==> config.mk <==
export PLATFORM = sky130hd
export DESIGN_NAME = toaplan2_prog_buffer
export DESIGN_NICKNAME = d
export VERILOG_FILES = /design/src/rtl/toaplan2_prog_pkg.sv /design/src/rtl/toaplan2_prog_fifo.sv /design/src/rtl/toaplan2_prog_buffer.sv
export SDC_FILE = /design/constraint.sdc
export NUM_CORES = 1
export LEC_CHECK = 0
export CORE_MARGIN = 5
export CORE_UTILIZATION = 50
export DETAILED_ROUTE_END_ITERATION = 8
export PLACE_DENSITY_LB_ADDON = 0.15
export SLEW_MARGIN = 0
export SYNTH_ARGS = -nofsm -noshare
export SYNTH_HDL_FRONTEND = slang
export SYNTH_SLANG_ARGS = --single-unit
==> constraint.sdc <==
create_clock -name CLK -period 2.89 [get_ports CLK]
set_clock_uncertainty 0.1 [all_clocks]
set_input_delay 0.289 -clock CLK [delete_from_list [all_inputs] [get_ports CLK]]
set_output_delay 0.289 -clock CLK [all_outputs]
set_load 0.02 [all_outputs]
==> src/rtl/toaplan2_prog_pkg.sv <==
// toaplan2_prog_pkg: shared entry layout, byte-mask constants and write FSM encodings
package toaplan2_prog_pkg;
    localparam int MASK_W   = 2;
    localparam int MASK_OFF = 0;
    localparam int DATA_W   = 16;
    localparam int DATA_OFF = MASK_OFF + MASK_W;
    localparam int BA_W     = 2;
    localparam int BA_OFF   = DATA_OFF + DATA_W;
    localparam int ADDR_OFF = BA_OFF + BA_W;

    localparam logic [1:0] MASK_LO   = 2'b10;
    localparam logic [1:0] MASK_HI   = 2'b01;
    localparam logic [1:0] MASK_WORD = 2'b00;
    localparam logic [1:0] MASK_NONE = 2'b11;

    localparam logic [1:0] ST_IDLE  = 2'd0;
    localparam logic [1:0] ST_WRITE = 2'd1;
    localparam logic [1:0] ST_GAP   = 2'd2;

    function automatic int entry_w(input int aw);
        return ADDR_OFF + aw;
    endfunction
endpackage

==> src/rtl/toaplan2_prog_fifo.sv <==
// toaplan2_prog_fifo: shift-register FIFO whose slot 0 is the registered head
module toaplan2_prog_fifo #(
    parameter int            DEPTH   = 4,
    parameter int            W       = 24,
    parameter logic [W-1:0]  RST_VAL = '0
) (
    input  logic         i_clk,
    input  logic         i_rst_n,
    input  logic         i_push,
    input  logic [W-1:0] i_din,
    input  logic         i_pop,
    output logic         o_full,
    output logic         o_empty,
    output logic [W-1:0] o_head
);
    localparam int PW = $clog2(DEPTH);
    localparam int CW = PW + 1;

    logic [W-1:0]  r_mem [DEPTH];
    logic [CW-1:0] r_cnt;
    logic          w_rd;
    logic          w_wr;
    logic [CW-1:0] w_wi;

    assign o_full  = r_cnt == CW'(DEPTH);
    assign o_empty = r_cnt == '0;
    assign o_head  = r_mem[0];
    assign w_rd    = i_pop & ~o_empty;
    assign w_wr    = i_push & (~o_full | w_rd);
    assign w_wi    = r_cnt - CW'(w_rd);

    // shift down on pop; a write lands in the first free slot after the shift
    always_ff @(posedge i_clk or negedge i_rst_n) begin
        if (!i_rst_n) begin
            r_cnt <= '0;
            for (int i = 0; i < DEPTH; i++) r_mem[i] <= RST_VAL;
        end else begin
            r_cnt <= r_cnt + CW'(w_wr) - CW'(w_rd);
            if (w_rd) begin
                for (int i = 0; i < DEPTH - 1; i++) r_mem[i] <= r_mem[i+1];
                r_mem[DEPTH-1] <= RST_VAL;
            end
            if (w_wr) r_mem[w_wi[PW-1:0]] <= i_din;
        end
    end
endmodule

==> src/rtl/toaplan2_prog_buffer.sv <==
// toaplan2_prog_buffer: coalesces download bytes into words and feeds the SDRAM programming port
module toaplan2_prog_buffer
    import toaplan2_prog_pkg::*;
#(
    parameter int DEPTH = 4,
    parameter int AW    = 22
) (
    input  logic          CLK,
    input  logic          RESET_N,
    input  logic          DOWNLOADING,
    input  logic          IN_WE,
    input  logic [AW-1:0] IN_ADDR,
    input  logic [1:0]    IN_BA,
    input  logic [7:0]    IN_DATA,
    input  logic [1:0]    IN_MASK,
    output logic [AW-1:0] PROG_ADDR,
    output logic [1:0]    PROG_BA,
    output logic [15:0]   PROG_DATA,
    output logic [1:0]    PROG_MASK,
    output logic          PROG_WE,
    input  logic          PROG_RDY,
    output logic          DWNLD_BUSY,
    output logic          OVERFLOW
);
    localparam int EW = entry_w(AW);

    logic [AW-1:0] r_hr_addr;
    logic [1:0]    r_hr_ba;
    logic [15:0]   r_hr_data;
    logic [1:0]    r_hr_mask;
    logic          r_hr_vld;
    logic          r_dl_d;
    logic          r_ovf;
    logic [1:0]    r_st;

    logic          w_legal;
    logic          w_in;
    logic          w_match;
    logic          w_push;
    logic          w_pop;
    logic          w_full;
    logic          w_empty;
    logic          w_drop;
    logic          w_rise;
    logic [15:0]   w_merged;
    logic [EW-1:0] w_push_ent;
    logic [EW-1:0] w_head;

    assign w_legal    = IN_MASK == MASK_LO || IN_MASK == MASK_HI;
    assign w_in       = IN_WE & w_legal;
    assign w_match    = r_hr_vld && IN_ADDR == r_hr_addr && IN_BA == r_hr_ba && IN_MASK == ~r_hr_mask;
    assign w_merged   = IN_MASK == MASK_HI ? {IN_DATA, r_hr_data[7:0]} : {r_hr_data[15:8], IN_DATA};
    assign w_push     = r_hr_vld & (w_in | ~DOWNLOADING);
    assign w_push_ent = (w_in & w_match) ? {IN_ADDR, IN_BA, w_merged, MASK_WORD}
                                         : {r_hr_addr, r_hr_ba, r_hr_data, r_hr_mask};
    assign w_pop      = (r_st == ST_WRITE) & PROG_RDY;
    assign w_drop     = w_push & w_full & ~w_pop;
    assign w_rise     = DOWNLOADING & ~r_dl_d;

    assign PROG_ADDR  = w_head[ADDR_OFF +: AW];
    assign PROG_BA    = w_head[BA_OFF +: BA_W];
    assign PROG_DATA  = w_head[DATA_OFF +: DATA_W];
    assign PROG_MASK  = w_head[MASK_OFF +: MASK_W];
    assign PROG_WE    = r_st == ST_WRITE;
    assign DWNLD_BUSY = DOWNLOADING | r_hr_vld | ~w_empty | PROG_WE;
    assign OVERFLOW   = r_ovf;

    toaplan2_prog_fifo #(
        .DEPTH   (DEPTH),
        .W       (EW),
        .RST_VAL (EW'(MASK_NONE))
    ) u_fifo (
        .i_clk   (CLK),
        .i_rst_n (RESET_N),
        .i_push  (w_push),
        .i_din   (w_push_ent),
        .i_pop   (w_pop),
        .o_full  (w_full),
        .o_empty (w_empty),
        .o_head  (w_head)
    );

    // hold register: keeps a lone byte until its partner arrives, a mismatch evicts it, or a flush
    always_ff @(posedge CLK or negedge RESET_N) begin
        if (!RESET_N) begin
            r_hr_vld  <= 1'b0;
            r_hr_addr <= '0;
            r_hr_ba   <= '0;
            r_hr_data <= '0;
            r_hr_mask <= MASK_NONE;
        end else if (w_in) begin
            r_hr_vld  <= ~w_match;
            r_hr_addr <= IN_ADDR;
            r_hr_ba   <= IN_BA;
            r_hr_data <= {IN_DATA, IN_DATA};
            r_hr_mask <= IN_MASK;
        end else if (!DOWNLOADING) begin
            r_hr_vld  <= 1'b0;
        end
    end

    // write handshake: one entry per WRITE, then a mandatory single GAP cycle
    always_ff @(posedge CLK or negedge RESET_N) begin
        if (!RESET_N) r_st <= ST_IDLE;
        else r_st <= r_st == ST_IDLE  ? (w_empty ? ST_IDLE : ST_WRITE) :
                     r_st == ST_WRITE ? (PROG_RDY ? ST_GAP : ST_WRITE) : ST_IDLE;
    end

    // sticky overflow for dropped bytes, cleared when a new download begins
    always_ff @(posedge CLK or negedge RESET_N) begin
        if (!RESET_N) begin
            r_dl_d <= 1'b0;
            r_ovf  <= 1'b0;
        end else begin
            r_dl_d <= DOWNLOADING;
            r_ovf  <= w_drop | (IN_WE & ~w_legal) | (r_ovf & ~w_rise);
        end
    end
endmodule
* After elaboration in Yosys (flattened, before gate mapping)
Cells that the tools add are included.
Word-level totals: register bits after elaboration 218, bits of input ports 39, output and inout bits 45, word-level logic and storage cells 74
Cells by class: $add $sub $neg 3, order comparisons 2, equal/unequal tests 8, muxes and demuxes 13, bitwise operators 28, reduce and logical (&&, ||, !) cells 7
Operators by type and width (number):
- 2-to-1 mux 168 bit | 2
- bitwise mux 168 bit | 1
- demux 42 bit (select 2 bit) | 1
- 2-to-1 mux 42 bit | 2
- == test 22 bit | 1
- 2-to-1 mux 16 bit | 1
- bitwise AND 1 bit | 11
- inverter 1 bit | 8
- bitwise OR 1 bit | 7
- 2-to-1 mux 2 bit | 3
- == test 2 x 1 -> 1 bit (second input constant) | 2
- == test 2 bit | 2
- logical AND 1 bit | 4
- adder 3 x 1 -> 3 bit | 1
- == test 3 bit (second input constant) | 1
- >= comparator 3 bit (second input constant) | 1
- zero test 3 bit | 1
- less-than comparator 3 x 1 -> 1 bit (second input constant) | 1
- 2-to-1 mux 1 bit | 3
- inverter 2 -> 3 bit | 1
- subtractor 3 x 1 -> 3 bit | 1
- == test 2 bit (second input constant) | 1
- zero test 2 bit | 1
- != test 2 x 1 -> 1 bit (second input constant) | 1
- 3 further kinds | 3

* Longest topological paths before layout
Gate-level depths: netlist of the first run.
word-level depth 11, mapped depth 14, gate-level depth less buffers 10

* By module
A second synthesis of the first run with hierarchy kept.
Second synthesis, totals: cell total of the unflattened synthesis 838, area total of the unflattened synthesis 10588.9 µm²
Modules (own cells, without submodules):
- toaplan2_prog_fifo | times used 1, cells each 650, area an instance 8399.3 µm², sequential area each 4289.1 µm²
- toaplan2_prog_buffer | times used 1, cells each 188, area an instance 2189.6 µm², sequential area each 978.4 µm²

* Least setup slack after synthesis of the first run
Ideal clock, no wire load.
path type register -> register, start point register u_fifo.r_cnt[1], end point register u_fifo.r_mem[100] (netlist bit), library setup time 0.135 ns, data arrival time 2.669 ns, required time 2.655 ns, path slack -0.013 ns, cell stages (with the launch flop) 13, buffers on the path 4, clock period less this slack 2.903 ns, cells stage by stage dfrtp_1 -> or3_1 -> nand2_1 -> inv_2 -> buf_2 -> buf_1 -> ha_1 -> inv_1 -> ha_1 -> nor3_2 -> buf_4 -> clkbuf_1 -> a31oi_1
Between the ends: cells in the longest elaborated chain, start to end 11, elaborated cells between the ends (all ways) 17, classes of those cells add/sub (1); order compare (2); eq/ne (1); mux (5); bitwise (6); reduce/logical (2)
RTL lines:
- start: declaration | RTL line toaplan2_prog_fifo.sv:20 | logic [CW-1:0] r_cnt;
- start signal: assignment | RTL line toaplan2_prog_fifo.sv:38 | r_cnt <= r_cnt + CW'(w_wr) - CW'(w_rd);
- zero test 3 bit | RTL line toaplan2_prog_fifo.sv:26 | assign o_empty = r_cnt == '0;
- inverter 1 bit | RTL line toaplan2_prog_fifo.sv:28 | assign w_rd = i_pop & ~o_empty;
- bitwise AND 1 bit | RTL line toaplan2_prog_fifo.sv:28
- subtractor 2 x 1 -> 2 bit | RTL line toaplan2_prog_fifo.sv:30 | assign w_wi = r_cnt - CW'(w_rd);
- inverter 2 -> 3 bit (implied by the code) | RTL line toaplan2_prog_fifo.sv:43 | if (w_wr) r_mem[w_wi[PW-1:0]] <= i_din;
- >= comparator 3 bit (implied by the code) or less-than comparator 3 x 1 -> 1 bit (tied branches) | RTL line toaplan2_prog_fifo.sv:43
- logical AND 1 bit (implied by the code) | RTL line toaplan2_prog_fifo.sv:43
- 2-to-1 mux 42 bit (implied by the code) | RTL line toaplan2_prog_fifo.sv:43
- demux 42 bit (select 2 bit) | RTL line toaplan2_prog_fifo.sv:43
- bitwise mux 168 bit | RTL line toaplan2_prog_fifo.sv:43
- 2-to-1 mux 168 bit * | RTL line toaplan2_prog_fifo.sv:43
- end signal: indexed assignment | RTL line toaplan2_prog_fifo.sv:43
- end: declaration | RTL line toaplan2_prog_fifo.sv:19 | logic [W-1:0] r_mem [DEPTH];
Every way passes the cells marked *; elsewhere a longest branch is shown, timed or not. A chain may end at the register's enable or synchronous reset.

* Final worst setup path of the first run
start point register u_fifo.r_cnt[1], end point output port DWNLD_BUSY
Between the ends: cells in the longest elaborated chain, start to end 4
RTL lines:
- zero test 3 bit | RTL line toaplan2_prog_fifo.sv:26
- inverter 1 bit | RTL line toaplan2_prog_buffer.sv:65 | assign DWNLD_BUSY = DOWNLOADING | r_hr_vld | ~w_empty | PROG_WE;
- bitwise OR 1 bit (2 in a row) | RTL line toaplan2_prog_buffer.sv:65
- end: declaration | RTL line toaplan2_prog_buffer.sv:22 | output logic DWNLD_BUSY,
Every way passes these cells.

==> flow_metrics.tcl, run 1 <==
set metrics [dict create \
    status "complete, no violations" \
    hold_viol_final 0 \
    io_pins 84 \
    wl_per_cell_um 19.54 \
    r2r-start "u_fifo.r_cnt[1]$_DFF_PN0_" \
    worstReg2RegEnd "u_fifo.r_mem[95]$_DFF_PN0_" \
    setup_viol 0 \
    hold_buffers 1 \
    cts_buffers 23 \
    critPathRequiredTime_ns 2.50 \
    fillerInstances 1848 \
    first_pass_iters 5 \
    cts_sinks 210 \
    ys_seq_area_share_pct 49.44 \
    root_buffer "clkbuf_16" \
    gr-usage-met2_pct 37.43 \
    num_antenna_cells 0 \
    grt_pass1_vias 8262 \
    multiInputGateArea_um2 4652 \
    vias_per_cell 5.872 \
    place_hpwl_mm 16.93 \
    totalWireLength_mm 27.45 \
    cts_tree "yes" \
    path_clk_slew_ns 0.06 \
    grt-ovfl-total 0 \
    rsz0062_at_grt "false" \
    cp_top_family "simple AND/OR/NAND/NOR gates" \
    finalSetupTns_ns 0 \
    met3_usage_pct 2.968 \
    regToRegSetupSlack_ns 0.17 \
    final-max-slew-violation-count 0 \
    grt_max_degree 161 \
    maxCapViolCount 0 \
    clock.fmax_ghz 0.3592 \
    start_util_pct 50.69 \
    pre_cts_slack_ns 0.1556 \
    critical_path_class "reg2out" \
    synthDistinctLibCells 47 \
    period_minus_slack_ns 2.784 \
    num_vias 8250 \
    leakagePower_nw 5.475 \
    yosys.area.top_type_share_pct 46.97 \
    syn_avg_cell_area_um2 9.722 \
    cp-end-kind "primary output" \
    timing.final.ws_setup_ns 0.1059 \
    ys_top_cells_by_count "244 x nand2_1, 200 x dfrtp_1, 96 x a31oi_1" \
    core_area_um2 21020 \
    syn-cell-area_um2 10660 \
    critPathSlowestCell "clkdlybuf4s50_1" \
    num_rows 53 \
    ys_seq_elements 210 \
    path_cells "or3_1, or4_1, clkdlybuf4s50_1" \
    postCtsResizedCells 0 \
    antenna_found_initial 0 \
    p_per_area_nw_per_um2 1004 \
    area_growth_pct 15.56 \
    clk_latency_ns 0.51 \
    dieArea_um2 24330 \
    slowest_delay_ns 0.55 \
    synthArstFlopShare_pct 100.0 \
    seq_area_um2 5268 \
    grt_pass1_wl_mm 44.82 \
    ff2ff_path_depth 10 \
    io_buffers 83 \
    cts_setup_buffers 0 \
    synth_top_cells_by_area "dfrtp_1 47%, nand2_1 8.6%, a31oi_1 5.6%" \
    synth_cells 1096 \
    cp.buffers_inverters 1 \
    hold_path.class "in2async" \
    drt_iter0_drc 606 \
    synth_nets 1141 \
    antenna_left 0 \
    die_h_um 156.0 \
    grt_usage_pct 22.47 \
    start_kind "flip-flop" \
    met1_usage_pct 31.46 \
    crit_start "u_fifo.r_cnt[1]$_DFF_PN0_" \
    yosys.area.top_type "dfrtp_1" \
    yosys_most_used_dff "dfrtp_1" \
    worst_ir_drop_vdd_v 0.0004993 \
    yosys.cell_count.top_type "nand2_1" \
    period_share_pct 96.34 \
    relSlewSlack_pct 46.49 \
    drc 0 \
    busiest_layer "met2" \
    die_width_um 156.0 \
    worstPathArrival_ns 2.40 \
    cp_max_fo 5 \
    ys.warnings.count 0 \
    nets 1161 \
    cts_buffer_depth 3 \
    routabilityCongestion 0.8125 \
    synth_edf_count 0 \
    tightest_slew_ns 0.8026 \
    cts_htree_levels 1 \
    drive_above_1_share_pct 14.07 \
]
-- through the flow --
stage | total power (W) | hold slack, ns | cell area, um2 | instances | util [%]
floorplan | 0.008264 | -0.1066 | 10660 | 1096 | -
global placement | 0.009476 | 0.2466 | 11590 | 1365 | 55.14
detailed placement | 0.009593 | 0.2446 | 11590 | 1365 | 55.14
CTS | 0.01246 | 0.2537 | 12310 | 1405 | 58.57
global route | 0.01317 | 0.2656 | 12310 | 1405 | 58.57
finish | 0.01236 | 0.2716 | 12310 | 1405 | 58.57
-- flip-flops by register name, indices dropped and copies added (netlist names) --
signal and flops:
r_hr_ba 2, r_hr_data 8, u_fifo.o_head 42, u_fifo.r_mem 126
r_hr_vld 1, r_hr_addr 22, OVERFLOW 1, r_hr_mask 2
r_st 2, r_dl_d 1, u_fifo.r_cnt 3
-- layer usage --
layer	part of all wire, %	wire length [um]	vias up
met4	1.8	487	0
met2	48	13290	249
met5	0	0	-
met3	5.3	1456	32
met1	45	12220	4110
li1	-	-	3859
-- report_power, final --
part	internal, W	total, W	switching (W)	leakage, nW
combinational	0.00205	0.00462	0.00258	2.48
sequential	0.00415	0.00492	0.000770	2.64
clock	0.00165	0.00282	0.00117	0.354
total	0.00785	0.0124	0.00452	5.47
-- cells by family (layout without fill, tap and decap cells) --
family	count (synthesis)	in the layout	synth area share, %
AND/OR/NAND/NOR	474	474	21.69
XOR/XNOR	28	28	2.302
multiplexers	59	59	5.930
AO/OA/AOI/OAI	184	184	12.71
buffers and inverters	135	169	7.163
flip-flops	210	210	49.44
adder cells (fa/ha/maj)	6	6	0.7750
-- cells in the final DEF (no fill, tap or decap), drive strengths merged, types with 2 or more instances in the layout --
| master | count |
|---|---|
| dfstp | 10 |
| o21ai | 28 |
| and2 | 18 |
| nor4 | 10 |
| mux2 | 33 |
| o211ai | 16 |
| ha | 5 |
| nand4 | 36 |
| nor2 | 51 |
| mux2i | 26 |
| clkbuf | 34 |
| a211oi | 19 |
| and3 | 39 |
| nor3 | 4 |
| nand3b | 2 |
| xor2 | 24 |
| clkdlybuf4s50 | 82 |
| nand3 | 61 |
| dfrtp | 200 |
| buf | 35 |
| and4 | 4 |
| a21oi | 6 |
| xnor2 | 4 |
| nand2 | 244 |
| o31ai | 16 |
| clkinv | 5 |
| a31oi | 96 |
| inv | 11 |
-- worst max path at each step --
stage                                  endpoint  slack (ns)  cells after the start
floorplan           u_fifo.r_mem[100]$_DFF_PN0_        0.04                     13
global placement     u_fifo.r_mem[88]$_DFF_PN0_        0.24                     12
detailed placement   u_fifo.r_mem[96]$_DFF_PN0_        0.16                     12
CTS                                  DWNLD_BUSY        0.08                      3
global route                         DWNLD_BUSY        0.05                      3
finish                               DWNLD_BUSY        0.11                      3
-- cell type report --
| type | instances | area share, % |
|---|---|---|
| multi-input combinational | 751 | 37.78 |
| clock buffer | 33 | 5.304 |
| timing repair buffer | 119 | 10.52 |
| tap | 275 | 2.794 |
| clock inverter | 6 | 0.4776 |
| inverter | 11 | 0.3455 |
| sequential | 210 | 42.78 |
Power figures use the tool's default switching activity.
==> run 2, diff against run 1 <==
--- a/config.mk
+++ b/config.mk
@@ -7,6 +7,7 @@
 export LEC_CHECK = 0
 export CORE_MARGIN = 5
 export CORE_UTILIZATION = 50
+export CTS_BUF_LIST = sky130_fd_sc_hd__clkbuf_4 sky130_fd_sc_hd__clkbuf_8
 export DETAILED_ROUTE_END_ITERATION = 8
 export PLACE_DENSITY_LB_ADDON = 0.15
 export SLEW_MARGIN = 0
==> flow_metrics.tcl, run 2 (synthesis gave the netlist of run 1 again) <==
set metrics [dict create \
    status "complete, no violations" \
    die_h_um 156.0 \
    clock.fmax_ghz 0.3580 \
    tightest_slew_ns 0.9110 \
    cts_tree "yes" \
    path_cells "or3_1, or4_1, clkdlybuf4s50_1" \
    critical_path_class "reg2out" \
    slowest_delay_ns 0.55 \
    wl_per_cell_um 19.21 \
    place_hpwl_mm 16.93 \
    clk_latency_ns 0.53 \
    timing.final.ws_setup_ns 0.09658 \
    relSlewSlack_pct 39.27 \
    vias_per_cell 5.771 \
    setup_viol 0 \
    largest_register_ffs 126 \
    start_kind "flip-flop" \
    cp_max_fo 5 \
    start_util_pct 50.69 \
    grt_pass1_vias 8278 \
    pre_cts_slack_ns 0.1556 \
    fillerInstances 1840 \
    multiInputGateArea_um2 4652 \
    num_antenna_cells 0 \
    crit_start "u_fifo.r_cnt[1]$_DFF_PN0_" \
    layout_common_cells "243 x nand2_1, 200 x dfrtp_1, 96 x a31oi_1" \
    area_growth_pct 16.70 \
    io_buffers 83 \
    critPathRequiredTime_ns 2.50 \
    cts_htree_levels 2 \
    cts_buffer_depth 3 \
    antenna_left 0 \
    hold_viol_final 0 \
    worst_ir_drop_vdd_v 0.0004900 \
    io_pins 84 \
    period_share_pct 96.66 \
    grt_usage_pct 22.61 \
    totalWireLength_mm 27.55 \
    dp_cells 1365 \
    r2r-start "u_fifo.r_cnt[1]$_DFF_PN0_" \
    cts_buffers 38 \
    stdcell_count 1434 \
    cp-end-kind "primary output" \
    worstPathArrival_ns 2.40 \
    first_pass_iters 5 \
    seq_area_um2 5268 \
    largest-register "u_fifo.r_mem" \
    die_width_um 156.0 \
    num_vias 8275 \
    drc 0 \
    period_minus_slack_ns 2.793 \
    p_per_area_nw_per_um2 1011 \
    nets 1176 \
    final_common_cell "nand2_1" \
    num_rows 53 \
    core_area_um2 21020 \
    hold_path.class "in2async" \
    final_util_pct 59.15 \
    path_clk_slew_ns 0.06 \
    cts_sinks 210 \
    leakagePower_nw 5.563 \
    grt_pass1_wl_mm 44.79 \
    routabilityCongestion 0.8125 \
    maxCapViolCount 0 \
    drive_above_1_share_pct 16.74 \
    finalSetupTns_ns 0 \
    critPathSlowestCell "clkdlybuf4s50_1" \
    antenna_found_initial 0 \
    dieArea_um2 24330 \
    grt-ovfl-total 0 \
    grt_max_degree 161 \
    postCtsResizedCells 0 \
    final-max-slew-violation-count 0 \
    rsz0062_at_grt "false" \
    drt_iter0_drc 624 \
    root_buffer "clkbuf_8" \
]
[run 2: report_power, final]
group | switching (W) | internal [W]
registers | 0.000768 | 0.00415
logic | 0.00256 | 0.00205
clock network | 0.00123 | 0.00181
total | 0.00456 | 0.00801
[run 2: final cells by class]
type,count,share of cell area (%)
tap,275,2.767
multi-input combinational,751,37.41
sequential,210,42.36
timing repair buffer,119,10.41
clock inverter,2,0.3019
inverter,11,0.3421
clock buffer,66,6.400
[run 2: path summary, 6_finish.rpt]
path,to,slack (ns),depth (start not counted)
max reg2reg,u_fifo.r_mem[101]$_DFF_PN0_,0.20,10
min,u_fifo.o_head[4]$_DFF_PN0_,0.25,2
max in group asynchronous,u_fifo.r_mem[1]$_DFF_PN1_,1.60,3
min in group CLK,r_st[0]$_DFF_PN0_,0.25,2
max,DWNLD_BUSY,0.1,3
min reg2reg,OVERFLOW$_DFF_PN0_,0.35,2
[run 2: metal layers]
metal  vias to the layer above  global-route usage (%)  share of wire, %
met3                        41                   4.133               5.6
met5                         -                       0                 0
met2                       249                   37.14                48
met4                         0                   6.169               1.8
li1                       3899                       -                 -
met1                      4086                   31.01                44
[run 2: through the flow]
| step | hold slack [ns] | total power, W | area, um2 |
|---|---|---|---|
| floorplan | -0.1066 | 0.008264 | 10660 |
| global placement | 0.2466 | 0.009476 | 11590 |
| detailed placement | 0.2446 | 0.009593 | 11590 |
| CTS | 0.2184 | 0.01267 | 12430 |
| global route | 0.2425 | 0.01339 | 12430 |
| finish | 0.2472 | 0.01257 | 12430 |
[run 2: timing repair]
action                                 CTS  global route
setup endpoints to repair                0             0
endpoints found under the hold margin   64             0
hold buffers                             1             0
buffers inserted                         0             0
[run 2: worst max-delay path, delay by kind of cell, from the launching register on]
kind | cells | cell delay (ns)
DFF | 1 | 0.44
buffers and inverters | 1 | 0.55
and+or+nand+nor | 2 | 0.89
==> run 3, diff against run 2 <==
--- a/config.mk
+++ b/config.mk
@@ -10,7 +10,9 @@
 export CTS_BUF_LIST = sky130_fd_sc_hd__clkbuf_4 sky130_fd_sc_hd__clkbuf_8
 export DETAILED_ROUTE_END_ITERATION = 8
 export PLACE_DENSITY_LB_ADDON = 0.15
+export SKIP_CTS_REPAIR_TIMING = 1
 export SLEW_MARGIN = 0
 export SYNTH_ARGS = -nofsm -noshare
 export SYNTH_HDL_FRONTEND = slang
 export SYNTH_SLANG_ARGS = --single-unit
+export TNS_END_PERCENT = 50
==> constraint.sdc (replaced) <==
create_clock -name CLK -period 3.5 [get_ports CLK]
set_clock_uncertainty 0.1 [all_clocks]
set_input_delay 0.35 -clock CLK [delete_from_list [all_inputs] [get_ports CLK]]
set_output_delay 0.35 -clock CLK [all_outputs]
set_load 0.02 [all_outputs]
==> flow_metrics.tcl, run 3 (synthesis gave the netlist of run 1 again) <==
set metrics [dict create \
    p_per_area_nw_per_um2 837.8 \
    grt_pass1_vias 8106 \
    drc 0 \
    timing.final.ws_setup_ns 0.6388 \
    period_minus_slack_ns 2.861 \
    cp.buffers_inverters 1 \
    crit_start "u_fifo.r_cnt[1]$_DFF_PN0_" \
    antenna_found_initial 0 \
    first_pass_iters 5 \
    cp-end-kind "primary output" \
    leakagePower_nw 5.477 \
    start_util_pct 50.69 \
    rsz0062_at_grt "false" \
    drive_above_1_share_pct 16.16 \
    worst_ir_drop_vdd_v 0.0004980 \
    cp_max_fo 5 \
    dieArea_um2 24330 \
    cp_top_family "simple AND/OR/NAND/NOR gates" \
    io_buffers 83 \
    p_int_w 0.006523 \
    cts_htree_levels 2 \
    area_growth_pct 14.80 \
    p_sw_w 0.003724 \
    pwr-share-comb_pct 36.3 \
    period_share_pct 81.75 \
    cts_buffer_depth 3 \
    place_hpwl_mm 16.25 \
    pre_cts_slack_ns 0.5930 \
    status "complete, no violations" \
    die_h_um 156.0 \
    r2r-start "u_fifo.r_cnt[1]$_DFF_PN0_" \
    slowest_delay_ns 0.55 \
    grt_usage_pct 22.12 \
    start_kind "flip-flop" \
    nets 1169 \
    grt_pass1_wl_mm 43.76 \
    vias_per_cell 5.834 \
    tightest_slew_ns 0.8400 \
    root_buffer "clkbuf_8" \
    die_width_um 156.0 \
    num_rows 53 \
    ff2ff_path_depth 10 \
    setup_viol 0 \
    io_pins 84 \
    cts_tree "yes" \
    final_common_cell "nand2_1" \
    totalWireLength_mm 26.95 \
    antenna_left 0 \
    core_area_um2 21020 \
    hold_depth 2 \
    clk_latency_ns 0.53 \
    num_antenna_cells 0 \
    fin_area_um2 12230 \
    grt_max_degree 161 \
    drt_iter0_drc 673 \
    path_cells "or3_1, or4_1, clkdlybuf4s50_1" \
    power_frac_seq_pct 39.6 \
    critical_path_class "reg2out" \
    path_clk_slew_ns 0.06 \
    layout_common_cells "243 x nand2_1, 200 x dfrtp_1, 96 x a31oi_1" \
    swShare_pct 36.34 \
    hold_path.class "in2reg" \
    finalSetupTns_ns 0 \
    setup.worst_path.end "DWNLD_BUSY" \
    regToRegSetupSlack_ns 0.69 \
    p_total_w 0.01025 \
    wl_per_cell_um 18.90 \
    worstReg2RegEnd "u_fifo.r_mem[93]$_DFF_PN0_" \
    critPathSlowestCell "clkdlybuf4s50_1" \
    largest-register "u_fifo.r_mem" \
    final-max-slew-violation-count 0 \
    clock.fmax_ghz 0.3495 \
    clock_power_share_pct 24.1 \
    whs_ns 0.3195 \
    place_area_um2 11400 \
    routabilityCongestion 0.8458 \
    cts_buffers 38 \
    hold_viol_final 0 \
    critPathRequiredTime_ns 3.05 \
    grt-ovfl-total 0 \
    crit_cells 3 \
    largest_register_ffs 126 \
    num_vias 8319 \
    cts_sinks 210 \
    relSlewSlack_pct 44.00 \
    worstPathArrival_ns 2.41 \
    maxCapViolCount 0 \
]
[run 3: power groups by stage]
stage	combinational, W	sequential, W	clock, W
global placement	0.00369	0.00407	0
global route	0.00413	0.00417	0.00265
finish	0.00372	0.00406	0.00247
floorplan	0.00294	0.00389	0
CTS	0.00376	0.00405	0.00251
detailed placement	0.00374	0.00407	0
[run 3: stage by stage]
stage	std cells	util, %
after global placement	1358	54.23
after floorplan	1096	-
final	1426	58.19
after global routing	1426	58.19
after detailed placement	1358	54.23
after CTS	1425	58.14
[run 3: layer usage]
metal | track usage [%] | vias to the layer above | share of wire, %
met5 | 0 | - | 0
met2 | 34.02 | 285 | 46
met1 | 31.49 | 4082 | 45
met4 | 8.629 | 0 | 3.3
li1 | - | 3884 | -
met3 | 3.634 | 68 | 5.8
[run 3: layout make-up]
type | instances | area (um2)
fill | 1840 | 8790
sequential | 210 | 5268
multi-input combinational | 751 | 4652
timing repair buffer | 112 | 1105
clock buffer | 63 | 773.2
tap | 275 | 344.1
clock inverter | 4 | 47.55
inverter | 11 | 42.54
[run 3: how the worst min path moves through the flow]
| stage | startpoint | end | slack (ns) |
|---|---|---|---|
| 2_1_floorplan | RESET_N | OVERFLOW$_DFF_PN0_ | -0.05 |
| 3_3_place_gp | r_st[1]$_DFF_PN0_ | r_st[0]$_DFF_PN0_ | 0.35 |
| 3_5_place_dp | r_st[1]$_DFF_PN0_ | r_st[0]$_DFF_PN0_ | 0.35 |
| 4_1_cts | RESET_N | u_fifo.o_head[7]$_DFF_PN0_ | -0.15 |
| 5_1_grt | DOWNLOADING | r_dl_d$_DFF_PN0_ | 0.31 |
| 6_report | PROG_RDY | r_st[0]$_DFF_PN0_ | 0.32 |
